===== config.mk =====
export PLATFORM = sky130hd
export DESIGN_NAME = conware_gen_ctrl_flat
export DESIGN_NICKNAME = d
export VERILOG_FILES = /design/src/rtl/conware_pkg.sv /design/src/rtl/conware_gen_ctrl_if.sv /design/src/rtl/conware_step_timer.sv /design/src/rtl/conware_gen_ctrl.sv /design/src/flat_wrapper.sv
export SDC_FILE = /design/constraint.sdc
export NUM_CORES = 1
export LEC_CHECK = 0
export ABC_AREA = 1
export CORE_ASPECT_RATIO = 1.1
export CORE_UTILIZATION = 65
export CTS_CLUSTER_SIZE = 24
export DETAILED_ROUTE_END_ITERATION = 7
export DONT_BUFFER_PORTS = 1
export PLACE_DENSITY = 0.81
export SLEW_MARGIN = 20
export SYNTH_ARGS = -nofsm -noshare
export SYNTH_HDL_FRONTEND = slang
export SYNTH_HIERARCHICAL = 1
export SYNTH_SLANG_ARGS = --single-unit
export TNS_END_PERCENT = 1

===== constraint.sdc =====
create_clock -name ACLK -period 3.44 [get_ports ACLK]
set_clock_uncertainty 0.1 [all_clocks]
set_input_delay 1.032 -clock ACLK [delete_from_list [all_inputs] [get_ports ACLK]]
set_output_delay 1.032 -clock ACLK [all_outputs]
set_load 0.01 [all_outputs]

===== src/rtl/conware_pkg.sv =====
// Shared types and default widths for the conware generation controller.
package conware_pkg;

  // Default configuration widths for the generation count and row index.
  localparam int GEN_W_DEF = 8;
  localparam int ROW_W_DEF = 8;

  // Width of the frame counter and the statistics counters.
  localparam int CNT_W = 32;

  // Controller states: wait for enable, take a row, pulse a step, wait for
  // the shredder, present the row downstream.
  typedef enum logic [2:0] {
    ST_IDLE = 3'd0,
    ST_LOAD = 3'd1,
    ST_STEP = 3'd2,
    ST_WAIT = 3'd3,
    ST_EMIT = 3'd4
  } state_t;

endpackage


===== src/rtl/conware_gen_ctrl_if.sv =====
// Row handshake bundle between axis2buffer, shredder_array, buffer2axis and
// the generation controller. The master side is the controller.
interface conware_gen_ctrl_if;

  logic in_valid;
  logic in_ready;
  logic in_last;
  logic step_en;
  logic step_done;
  logic out_valid;
  logic out_ready;
  logic out_last;

  modport master (
    input  in_valid, in_last, step_done, out_ready,
    output in_ready, step_en, out_valid, out_last
  );

  modport slave (
    output in_valid, in_last, step_done, out_ready,
    input  in_ready, step_en, out_valid, out_last
  );

endinterface


===== src/rtl/conware_step_timer.sv =====
// Loadable down-counter used as the per-step watchdog. expired_o is high
// whenever the count sits at zero; the count never wraps below zero.
module conware_step_timer #(
  parameter int WIDTH = 8
) (
  input  logic             clk,
  input  logic             rst,
  input  logic             load_i,
  input  logic [WIDTH-1:0] loadValue_i,
  input  logic             dec_i,
  output logic             expired_o
);

  logic [WIDTH-1:0] count_q;

  // Load takes priority; otherwise count down toward zero while enabled.
  always_ff @(posedge clk or posedge rst) begin
    if (rst) begin
      count_q <= '0;
    end else if (load_i) begin
      count_q <= loadValue_i;
    end else if (dec_i && (count_q != '0)) begin
      count_q <= count_q - WIDTH'(1);
    end
  end

  assign expired_o = (count_q == '0);

endmodule


===== src/rtl/conware_gen_ctrl.sv =====
// Sequencer for the conware row datapath: accepts a row, issues the
// configured number of generation steps, then presents the row downstream
// while tracking row position, frame count and sticky error flags.
// Optional statistics outputs are built when CONWARE_GEN_STATS_EN is defined.
module conware_gen_ctrl
  import conware_pkg::*;
#(
  parameter int HEIGHT       = 1,
  parameter int GEN_W        = GEN_W_DEF,
  parameter int ROW_W        = ROW_W_DEF,
  parameter int STEP_TIMEOUT = 255
) (
  input  logic              ACLK,
  input  logic              ARESET,
  input  logic              cfg_enable,
  input  logic [GEN_W-1:0]  cfg_gens,
  input  logic              err_clr,
  conware_gen_ctrl_if.master bus,
  output logic [ROW_W-1:0]  row_idx,
  output logic [CNT_W-1:0]  frame_count,
  output logic              err_frame,
  output logic              err_timeout,
`ifdef CONWARE_GEN_STATS_EN
  output logic [CNT_W-1:0]  stall_cycles,
  output logic [CNT_W-1:0]  step_total,
`endif
  output logic              busy
);

  localparam int TIMER_W = (STEP_TIMEOUT < 2) ? 1 : $clog2(STEP_TIMEOUT + 1);
  localparam logic [ROW_W-1:0]   LAST_ROW   = ROW_W'(HEIGHT - 1);
  localparam logic [TIMER_W-1:0] TIMER_LOAD = TIMER_W'(STEP_TIMEOUT);

  state_t           state_q,       state_d;
  logic [GEN_W-1:0] remaining_q,   remaining_d;
  logic             lastLatched_q, lastLatched_d;
  logic [ROW_W-1:0] rowIdx_q,      rowIdx_d;
  logic [CNT_W-1:0] frameCount_q,  frameCount_d;
  logic             errFrame_q,    errFrame_d;
  logic             errTimeout_q,  errTimeout_d;

  logic isLastRow;
  logic timerExpired;

  assign isLastRow = (rowIdx_q == LAST_ROW);

  conware_step_timer #(
    .WIDTH(TIMER_W)
  ) u_timer (
    .clk        (ACLK),
    .rst        (ARESET),
    .load_i     (state_q == ST_STEP),
    .loadValue_i(TIMER_LOAD),
    .dec_i      (state_q == ST_WAIT),
    .expired_o  (timerExpired)
  );

  // Next-state logic: FSM transitions, row bookkeeping and error setting.
  always_comb begin
    state_d       = state_q;
    remaining_d   = remaining_q;
    lastLatched_d = lastLatched_q;
    rowIdx_d      = rowIdx_q;
    frameCount_d  = frameCount_q;
    errFrame_d    = errFrame_q & ~err_clr;
    errTimeout_d  = errTimeout_q & ~err_clr;

    case (state_q)
      ST_IDLE: begin
        if (cfg_enable) begin
          state_d = ST_LOAD;
        end
      end
      ST_LOAD: begin
        if (bus.in_valid) begin
          lastLatched_d = bus.in_last;
          remaining_d   = cfg_gens;
          state_d       = (cfg_gens == '0) ? ST_EMIT : ST_STEP;
          if (bus.in_last != isLastRow) begin
            errFrame_d = 1'b1;
          end
        end
      end
      ST_STEP: begin
        state_d = ST_WAIT;
      end
      ST_WAIT: begin
        if (bus.step_done) begin
          remaining_d = remaining_q - GEN_W'(1);
          state_d     = (remaining_q == GEN_W'(1)) ? ST_EMIT : ST_STEP;
        end else if (timerExpired) begin
          errTimeout_d = 1'b1;
          remaining_d  = '0;
          state_d      = ST_EMIT;
        end
      end
      ST_EMIT: begin
        if (bus.out_ready) begin
          if (isLastRow || lastLatched_q) begin
            rowIdx_d     = '0;
            frameCount_d = frameCount_q + CNT_W'(1);
          end else begin
            rowIdx_d = rowIdx_q + ROW_W'(1);
          end
          state_d = cfg_enable ? ST_LOAD : ST_IDLE;
        end
      end
      default: begin
        state_d = ST_IDLE;
      end
    endcase
  end

  // State and bookkeeping registers; reset drops any in-flight row.
  always_ff @(posedge ACLK or posedge ARESET) begin
    if (ARESET) begin
      state_q       <= ST_IDLE;
      remaining_q   <= '0;
      lastLatched_q <= 1'b0;
      rowIdx_q      <= '0;
      frameCount_q  <= '0;
      errFrame_q    <= 1'b0;
      errTimeout_q  <= 1'b0;
    end else begin
      state_q       <= state_d;
      remaining_q   <= remaining_d;
      lastLatched_q <= lastLatched_d;
      rowIdx_q      <= rowIdx_d;
      frameCount_q  <= frameCount_d;
      errFrame_q    <= errFrame_d;
      errTimeout_q  <= errTimeout_d;
    end
  end

  assign bus.in_ready  = (state_q == ST_LOAD);
  assign bus.step_en   = (state_q == ST_STEP);
  assign bus.out_valid = (state_q == ST_EMIT);
  assign bus.out_last  = (state_q == ST_EMIT) && isLastRow;

  assign row_idx     = rowIdx_q;
  assign frame_count = frameCount_q;
  assign err_frame   = errFrame_q;
  assign err_timeout = errTimeout_q;
  assign busy        = (state_q != ST_IDLE);

`ifdef CONWARE_GEN_STATS_EN
  logic [CNT_W-1:0] stallCycles_q;
  logic [CNT_W-1:0] stepTotal_q;

  // Count downstream stall cycles, saturating so the figure never wraps.
  always_ff @(posedge ACLK or posedge ARESET) begin
    if (ARESET) begin
      stallCycles_q <= '0;
    end else if (err_clr) begin
      stallCycles_q <= '0;
    end else if ((state_q == ST_EMIT) && !bus.out_ready && (stallCycles_q != '1)) begin
      stallCycles_q <= stallCycles_q + CNT_W'(1);
    end
  end

  // Count every completed generation step; this one wraps.
  always_ff @(posedge ACLK or posedge ARESET) begin
    if (ARESET) begin
      stepTotal_q <= '0;
    end else if (err_clr) begin
      stepTotal_q <= '0;
    end else if ((state_q == ST_WAIT) && bus.step_done) begin
      stepTotal_q <= stepTotal_q + CNT_W'(1);
    end
  end

  assign stall_cycles = stallCycles_q;
  assign step_total   = stepTotal_q;
`endif

endmodule


===== src/flat_wrapper.sv =====
// flat-port wrapper written by rule: the top's interface ports become plain ports
module conware_gen_ctrl_flat import conware_pkg::*;
#(
  parameter int HEIGHT       = 1,
  parameter int GEN_W        = GEN_W_DEF,
  parameter int ROW_W        = ROW_W_DEF,
  parameter int STEP_TIMEOUT = 255
)
  (ACLK, ARESET, cfg_enable, cfg_gens, err_clr, row_idx, frame_count, err_frame, err_timeout, busy, bus_in_valid, bus_in_last, bus_step_done, bus_out_ready, bus_in_ready, bus_step_en, bus_out_valid, bus_out_last);
  conware_gen_ctrl_if bus_i ();
  input  logic ACLK;
  input  logic ARESET;
  input  logic cfg_enable;
  input  logic [GEN_W-1:0] cfg_gens;
  input  logic err_clr;
  output logic [ROW_W-1:0] row_idx;
  output logic [CNT_W-1:0] frame_count;
  output logic err_frame;
  output logic err_timeout;
  output logic busy;
  input wire logic [$bits(bus_i.in_valid)-1:0] bus_in_valid;
  input wire logic [$bits(bus_i.in_last)-1:0] bus_in_last;
  input wire logic [$bits(bus_i.step_done)-1:0] bus_step_done;
  input wire logic [$bits(bus_i.out_ready)-1:0] bus_out_ready;
  output wire logic [$bits(bus_i.in_ready)-1:0] bus_in_ready;
  output wire logic [$bits(bus_i.step_en)-1:0] bus_step_en;
  output wire logic [$bits(bus_i.out_valid)-1:0] bus_out_valid;
  output wire logic [$bits(bus_i.out_last)-1:0] bus_out_last;
  assign bus_i.in_valid = bus_in_valid;
  assign bus_i.in_last = bus_in_last;
  assign bus_i.step_done = bus_step_done;
  assign bus_i.out_ready = bus_out_ready;
  assign bus_in_ready = bus_i.in_ready;
  assign bus_step_en = bus_i.step_en;
  assign bus_out_valid = bus_i.out_valid;
  assign bus_out_last = bus_i.out_last;
  conware_gen_ctrl #(.HEIGHT(HEIGHT), .GEN_W(GEN_W), .ROW_W(ROW_W), .STEP_TIMEOUT(STEP_TIMEOUT)) u_core (.ACLK(ACLK), .ARESET(ARESET), .cfg_enable(cfg_enable), .cfg_gens(cfg_gens), .err_clr(err_clr), .bus(bus_i), .row_idx(row_idx), .frame_count(frame_count), .err_frame(err_frame), .err_timeout(err_timeout), .busy(busy));
endmodule

==> flow_metrics.env, run 1 <==
export IMPL_r2r_cells=9
export IMPL_grt_pass1_wl_um=16550
export IMPL_yosysSeqAreaShare_pct=37.45
export IMPL_core_um2=6156
export IMPL_antenna_found_initial=0
export IMPL_cts_root_buf="clkbuf_8"
export IMPL_cp_start_kind="register"
export IMPL_first_pass_iters=5
export IMPL_ys_warnings_count=6
export IMPL_grt_max_degree=39
export IMPL_rr_endpoint="u_core/remaining_q[7]"
export IMPL_hp_class="reg -> reg"
export IMPL_synth_seq_cells=62
export IMPL_p_leak_nw=2.130
export IMPL_tritoncts="yes"
export IMPL_fin_crit_sh_pct=78.81
export IMPL_hold_start="u_core/remaining_q[5]"
export IMPL_dieHeight_um=85.73
export IMPL_layout_min_cycle_time_ns=2.711
export IMPL_drive_gt1_share_pct=8.531
export IMPL_vias_per_cell=5.519
export IMPL_multi_input_area_um2=2263
export IMPL_port_buffers=0
export IMPL_syn_cell_area_um2=4143
export IMPL_grt_pass1_vias=3692
export IMPL_area_growth_syn_to_layout_pct=7.732
export IMPL_cts_htree_levels=3
export IMPL_rows=30
export IMPL_clk_latency_ns=0.34
export IMPL_grt_overflow_total=0
export IMPL_cp_end_kind="output pin"
export IMPL_worst_pin_slew_ns=0.6062
export IMPL_syn_avg_cell_area_um2=6.714
export IMPL_cts_hold_buf=0
export IMPL_numCtsBuffers=9
export IMPL_drv_slew=0
export IMPL_antenna_cells=0
export IMPL_crit_reg2reg_launch="u_core/u_timer/count_q[0]"
export IMPL_drc=0
export IMPL_fin_tns_setup_ns=0
export IMPL_ir_worst_vdd_uv=442.9
export IMPL_max_cap_viol_count=0
export IMPL_regArea_um2=1551
export IMPL_num_vias=3935
export IMPL_wire_per_inst_um=13.66
export IMPL_dp_hpwl_um=6944
export IMPL_relSlewSlack_pct=59.28
export IMPL_cts_resized=0
export IMPL_dieArea_um2=6697
export IMPL_utilization_pct=72.50
export IMPL_fmax_ghz=0.3689
export IMPL_clk_pin_slew_worst_paths_ns=0.07
export IMPL_fill_cells=509
export IMPL_die_width_um=78.12
export IMPL_antenna_left=0
export IMPL_path_max_fanout=4
export IMPL_pin_count=63
export IMPL_reg2reg_setup_slack_ns=1.16
export IMPL_crit_type="reg -> out"
export IMPL_hold_viol_final=0
export IMPL_final_cell_mix="nand2_1 (235), nor2_1 (77), inv_1 (64)"
export IMPL_place_congestion=0.8892
export IMPL_arrival_ns=1.58
export IMPL_cts_path_max_buffers=2
export IMPL_hold_path_depth=2
export IMPL_final_common_cell="nand2_1"
export IMPL_start_util_pct=67.30
export IMPL_p_per_area_nw_per_um2=666.5
export IMPL_drt_initial_drc_count=305
export IMPL_yosysUniqueCellTypes=35
export IMPL_wirelength_um=9740
export IMPL_rsz0062_at_grt="no"
export IMPL_grt_use_total_pct=30.84
export IMPL_required_ns=2.31
export IMPL_final_nets=651
export IMPL_syn_inst=617
export IMPL_status="finished clean"
export IMPL_setup_violations=0
export IMPL_clock_sinks=62
export IMPL_cts_setup_buffers=0
export IMPL_min_to="u_core/remaining_q[5]"
==> worst max path at each step <==
stage	slack (ns)	from	depth (start not counted)	endpoint
2_1_floorplan	0.99	ARESET	1	u_core/err_frame
3_3_place_gp	1.13	u_core/row_idx[0]	6	bus_out_last
3_5_place_dp	1.09	u_core/row_idx[0]	6	bus_out_last
4_1_cts	0.70	u_core/row_idx[0]	6	bus_out_last
5_1_grt	0.60	u_core/row_idx[0]	6	bus_out_last
6_report	0.73	u_core/row_idx[0]	6	bus_out_last
==> cell usage after synthesis (all sizes together) <==
library cell	instances	area share [%]
nand4	16	2.4
a32o	1	0.24
nand3	44	5.6
xor2	5	1.1
dfrtp	62	37
o22ai	3	0.45
nand3b	9	1.6
xnor2	4	0.85
conb	1	0.091
clkbuf	1	0.091
inv	72	6.5
buf	10	1.9
nand2	241	23
and2	1	0.15
nor3	6	0.85
o21ai	36	4.9
or2	1	0.15
a21boi	1	0.18
a21oi	7	1.0
ha	7	2.1
nor2	88	9.6
a21o	1	0.18
==> per-layer routing <==
metal / vias up / global-route usage (%) / part of all wire, %
li1: 1967 / - / -
met1: 1800 / 38.73 / 42
met2: 153 / 53.03 / 50
met3: 15 / 6.915 / 7.1
met4: 0 / 9.428 / 1.1
met5: - / 0 / 0
==> cells by family after synthesis <==
group / after synthesis / share of synthesized area [%]
simple gates: 406 / 42.92
compound gates: 49 / 6.977
flops: 62 / 37.45
fa+ha+maj: 7 / 2.114
other cells: 1 / 0.09052
xor+xnor: 9 / 1.903
buf+inv: 83 / 8.547
==> through the flow <==
| stage | hold slack (ns) | setup WS (ns) | cells | power [W] | instance area (µm²) |
|---|---|---|---|---|---|
| floorplan | 0.3652 | 0.9934 | 624 | 0.001956 | 4169 |
| global placement | 0.3878 | 1.131 | 697 | 0.002127 | 4215 |
| detailed placement | 0.3983 | 1.089 | 697 | 0.002172 | 4215 |
| CTS | 0.4155 | 0.7042 | 713 | 0.002986 | 4463 |
| global route | 0.4384 | 0.6010 | 713 | 0.003205 | 4463 |
| finish | 0.4241 | 0.7290 | 713 | 0.002975 | 4463 |
==> critical path: stages (launching register included) <==
cell	delay [ns]
dfrtp_1	0.44
inv_1	0.12
ha_1	0.15
nand2_1	0.09
nor2_4	0.18
inv_2	0.07
nor2_1	0.18
==> final cells by class <==
cell class / count / area share [%]
Timing Repair Buffer: 4 / 0.6728
Inverter: 72 / 6.056
Multi-Input combinational cell: 479 / 50.71
Clock inverter: 5 / 2.383
Tap cell: 80 / 2.243
Sequential cell: 62 / 34.76
Clock buffer: 11 / 3.168
==> registers in the layout (all words and copies together) (netlist names) <==
name,flops
u_core/remaining_q,8
u_core/err_frame,1
u_core/row_idx,8
u_core/u_timer/count_q,8
u_core/err_timeout,1
u_core/state_q,3
u_core/frame_count,32
u_core/lastLatched_q,1
==> power by group <==
| part | leakage (nW) | switching [W] | internal, W |
|---|---|---|---|
| Clock | 0.120 | 0.000292 | 0.000503 |
| Sequential | 0.821 | 0.000209 | 0.000885 |
| Combinational | 1.19 | 0.000717 | 0.000370 |
Note: power is estimated with default switching activity, not from simulation.
==> run 2, diff against run 1 <==
--- a/config.mk
+++ b/config.mk
@@ -7,11 +7,11 @@
 export LEC_CHECK = 0
 export ABC_AREA = 1
 export CORE_ASPECT_RATIO = 1.1
-export CORE_UTILIZATION = 65
+export CORE_UTILIZATION = 64
 export CTS_CLUSTER_SIZE = 24
 export DETAILED_ROUTE_END_ITERATION = 7
 export DONT_BUFFER_PORTS = 1
-export PLACE_DENSITY = 0.81
+export PLACE_DENSITY = 0.8
 export SLEW_MARGIN = 20
 export SYNTH_ARGS = -nofsm -noshare
 export SYNTH_HDL_FRONTEND = slang
==> constraint.sdc (replaced) <==
create_clock -name ACLK -period 2.7 [get_ports ACLK]
set_clock_uncertainty 0.1 [all_clocks]
set_input_delay 0.81 -clock ACLK [delete_from_list [all_inputs] [get_ports ACLK]]
set_output_delay 0.81 -clock ACLK [all_outputs]
set_load 0.01 [all_outputs]
==> run 2 against run 1 <==
Compared with the run above:
- sequential share of layout area rose by 0.37 points
- final cell count unchanged
- global-route usage increased by 0.085 points
- register-to-register slack worse by 0.65 ns
- die area grew 1.5%
- core utilization down 1.2 points
- non-clock buffer count is the same
- power grew 21%
==> flow_metrics.env, run 2 (synthesized netlist as in run 1, its figures left out) <==
export IMPL_arrival_ns=1.56
export IMPL_numCtsBuffers=9
export IMPL_dieHeight_um=86.38
export IMPL_grt_use_total_pct=30.93
export IMPL_fin_tns_setup_ns=0
export IMPL_clk_latency_ns=0.34
export IMPL_multi_input_area_um2=2263
export IMPL_cts_path_max_buffers=2
export IMPL_layout_min_cycle_time_ns=2.475
export IMPL_top_layer_used="met4"
export IMPL_crit_type="reg -> out"
export IMPL_cp_start_kind="register"
export IMPL_port_buffers=0
export IMPL_setup_violations=0
export IMPL_required_ns=1.79
export IMPL_rows=30
export IMPL_wl_met3_um=581
export IMPL_place_congestion=0.9547
export IMPL_cts_resized=0
export IMPL_met2_wirelength_um=4766
export IMPL_rsz0062_at_grt="no"
export IMPL_cts_htree_levels=3
export IMPL_largest_reg_flops=32
export IMPL_drc=0
export IMPL_dp_cells=697
export IMPL_drive_gt1_share_pct=8.531
export IMPL_grt_max_degree=55
export IMPL_final_common_cell="nand2_1"
export IMPL_rr_endpoint="u_core/frame_count[22]"
export IMPL_clock_sinks=62
export IMPL_crit_reg2reg_launch="u_core/frame_count[0]"
export IMPL_final_nets=651
export IMPL_start_util_pct=66.89
export IMPL_r2r_cells=10
export IMPL_drv_slew=0
export IMPL_cp_end_kind="output pin"
export IMPL_core_um2=6193
export IMPL_antenna_found_initial=0
export IMPL_cts_hold_buf=0
export IMPL_drt_met1_wl_um=4085
export IMPL_vias_per_cell=5.498
export IMPL_worst_pin_slew_ns=0.6948
export IMPL_cts_setup_buffers=0
export IMPL_relSlewSlack_pct=53.68
export IMPL_first_pass_iters=4
export IMPL_hp_class="in -> async"
export IMPL_fin_crit_sh_pct=91.65
export IMPL_hold_viol_final=0
export IMPL_fmax_ghz=0.4041
export IMPL_reg2reg_setup_slack_ns=0.51
export IMPL_utilization_pct=71.29
export IMPL_grt_overflow_total=0
export IMPL_layoutNonFillerInstCount=713
export IMPL_tritoncts="yes"
export IMPL_antenna_left=0
export IMPL_p_per_area_nw_per_um2=817.6
export IMPL_regArea_um2=1551
export IMPL_antenna_cells=0
export IMPL_ir_worst_vdd_uv=592.1
export IMPL_path_max_fanout=4
export IMPL_pin_count=63
export IMPL_grt_pass1_vias=3693
export IMPL_dieArea_um2=6799
export IMPL_clk_pin_slew_worst_paths_ns=0.07
export IMPL_dp_hpwl_um=6888
export IMPL_wirelength_um=9651
export IMPL_area_growth_syn_to_layout_pct=6.584
export IMPL_status="finished clean"
export IMPL_cts_root_buf="clkbuf_8"
export IMPL_grt_pass1_wl_um=16450
export IMPL_wire_per_inst_um=13.54
export IMPL_drt_initial_drc_count=330
export IMPL_max_cap_viol_count=0
export IMPL_p_leak_nw=2.117
export IMPL_final_cell_mix="nand2_1 (235), nor2_1 (77), inv_1 (64)"
export IMPL_fill_cells=528
export IMPL_die_width_um=78.71
export IMPL_num_vias=3920
run 2: changes by cell type in the layout (fill, tap and decap cells not counted):
cell        before  now
clkinv_2         0    3
bufinv_16        3    1
clkbuf_8        10   11
clkinvlp_4       1    0
clkinv_4         1    0
run 2: routing by layer:
| layer | vias up | GRT usage, % |
|---|---|---|
| li1 | 1954 | - |
| met5 | - | 0 |
| met2 | 131 | 51.54 |
| met4 | 0 | 14.65 |
| met3 | 22 | 6.947 |
| met1 | 1813 | 38.01 |
run 2: worst max-delay path by stage:
stage                                startpoint                     end  slack, ns  cells past startpoint
final                         u_core/row_idx[0]            bus_out_last       0.23                      6
after CTS                     u_core/row_idx[0]            bus_out_last       0.20                      6
after global routing          u_core/row_idx[0]            bus_out_last       0.09                      6
after floorplan                          ARESET        u_core/err_frame       0.48                      1
after detailed placement  u_core/frame_count[0]  u_core/frame_count[22]       0.55                     10
after global placement        u_core/row_idx[0]            bus_out_last       0.61                      6
run 2: final cells by class:
type | count | area share (%)
Sequential cell | 62 | 35.14
Clock buffer | 12 | 3.514
Clock inverter | 4 | 1.020
Inverter | 72 | 6.121
Timing Repair Buffer | 4 | 0.6801
Tap cell | 80 | 2.267
Multi-Input combinational cell | 479 | 51.26
run 2: stage by stage:
stage               cell area, µm²  power, W  hold slack (ns)  setup slack, ns
floorplan                     4169  0.002492           0.3652           0.4754
global placement              4215  0.002705           0.3855           0.6095
detailed placement            4215  0.002765           0.3912           0.5514
CTS                           4415  0.003615           0.1945           0.2034
global route                  4415  0.003881           0.2251          0.08515
finish                        4415  0.003610           0.1990           0.2254
run 2: report_power, final:
part	internal [W]	switching (W)
Clock	0.000472	0.000366
Combinational	0.000476	0.000906
Sequential	0.00113	0.000261
run 2: worst max-delay path, stage by stage (launching register included):
cell,delay [ns]
dfrtp_1,0.44
inv_1,0.12
ha_1,0.15
nand2_1,0.08
nor2_4,0.17
inv_2,0.07
nor2_1,0.19
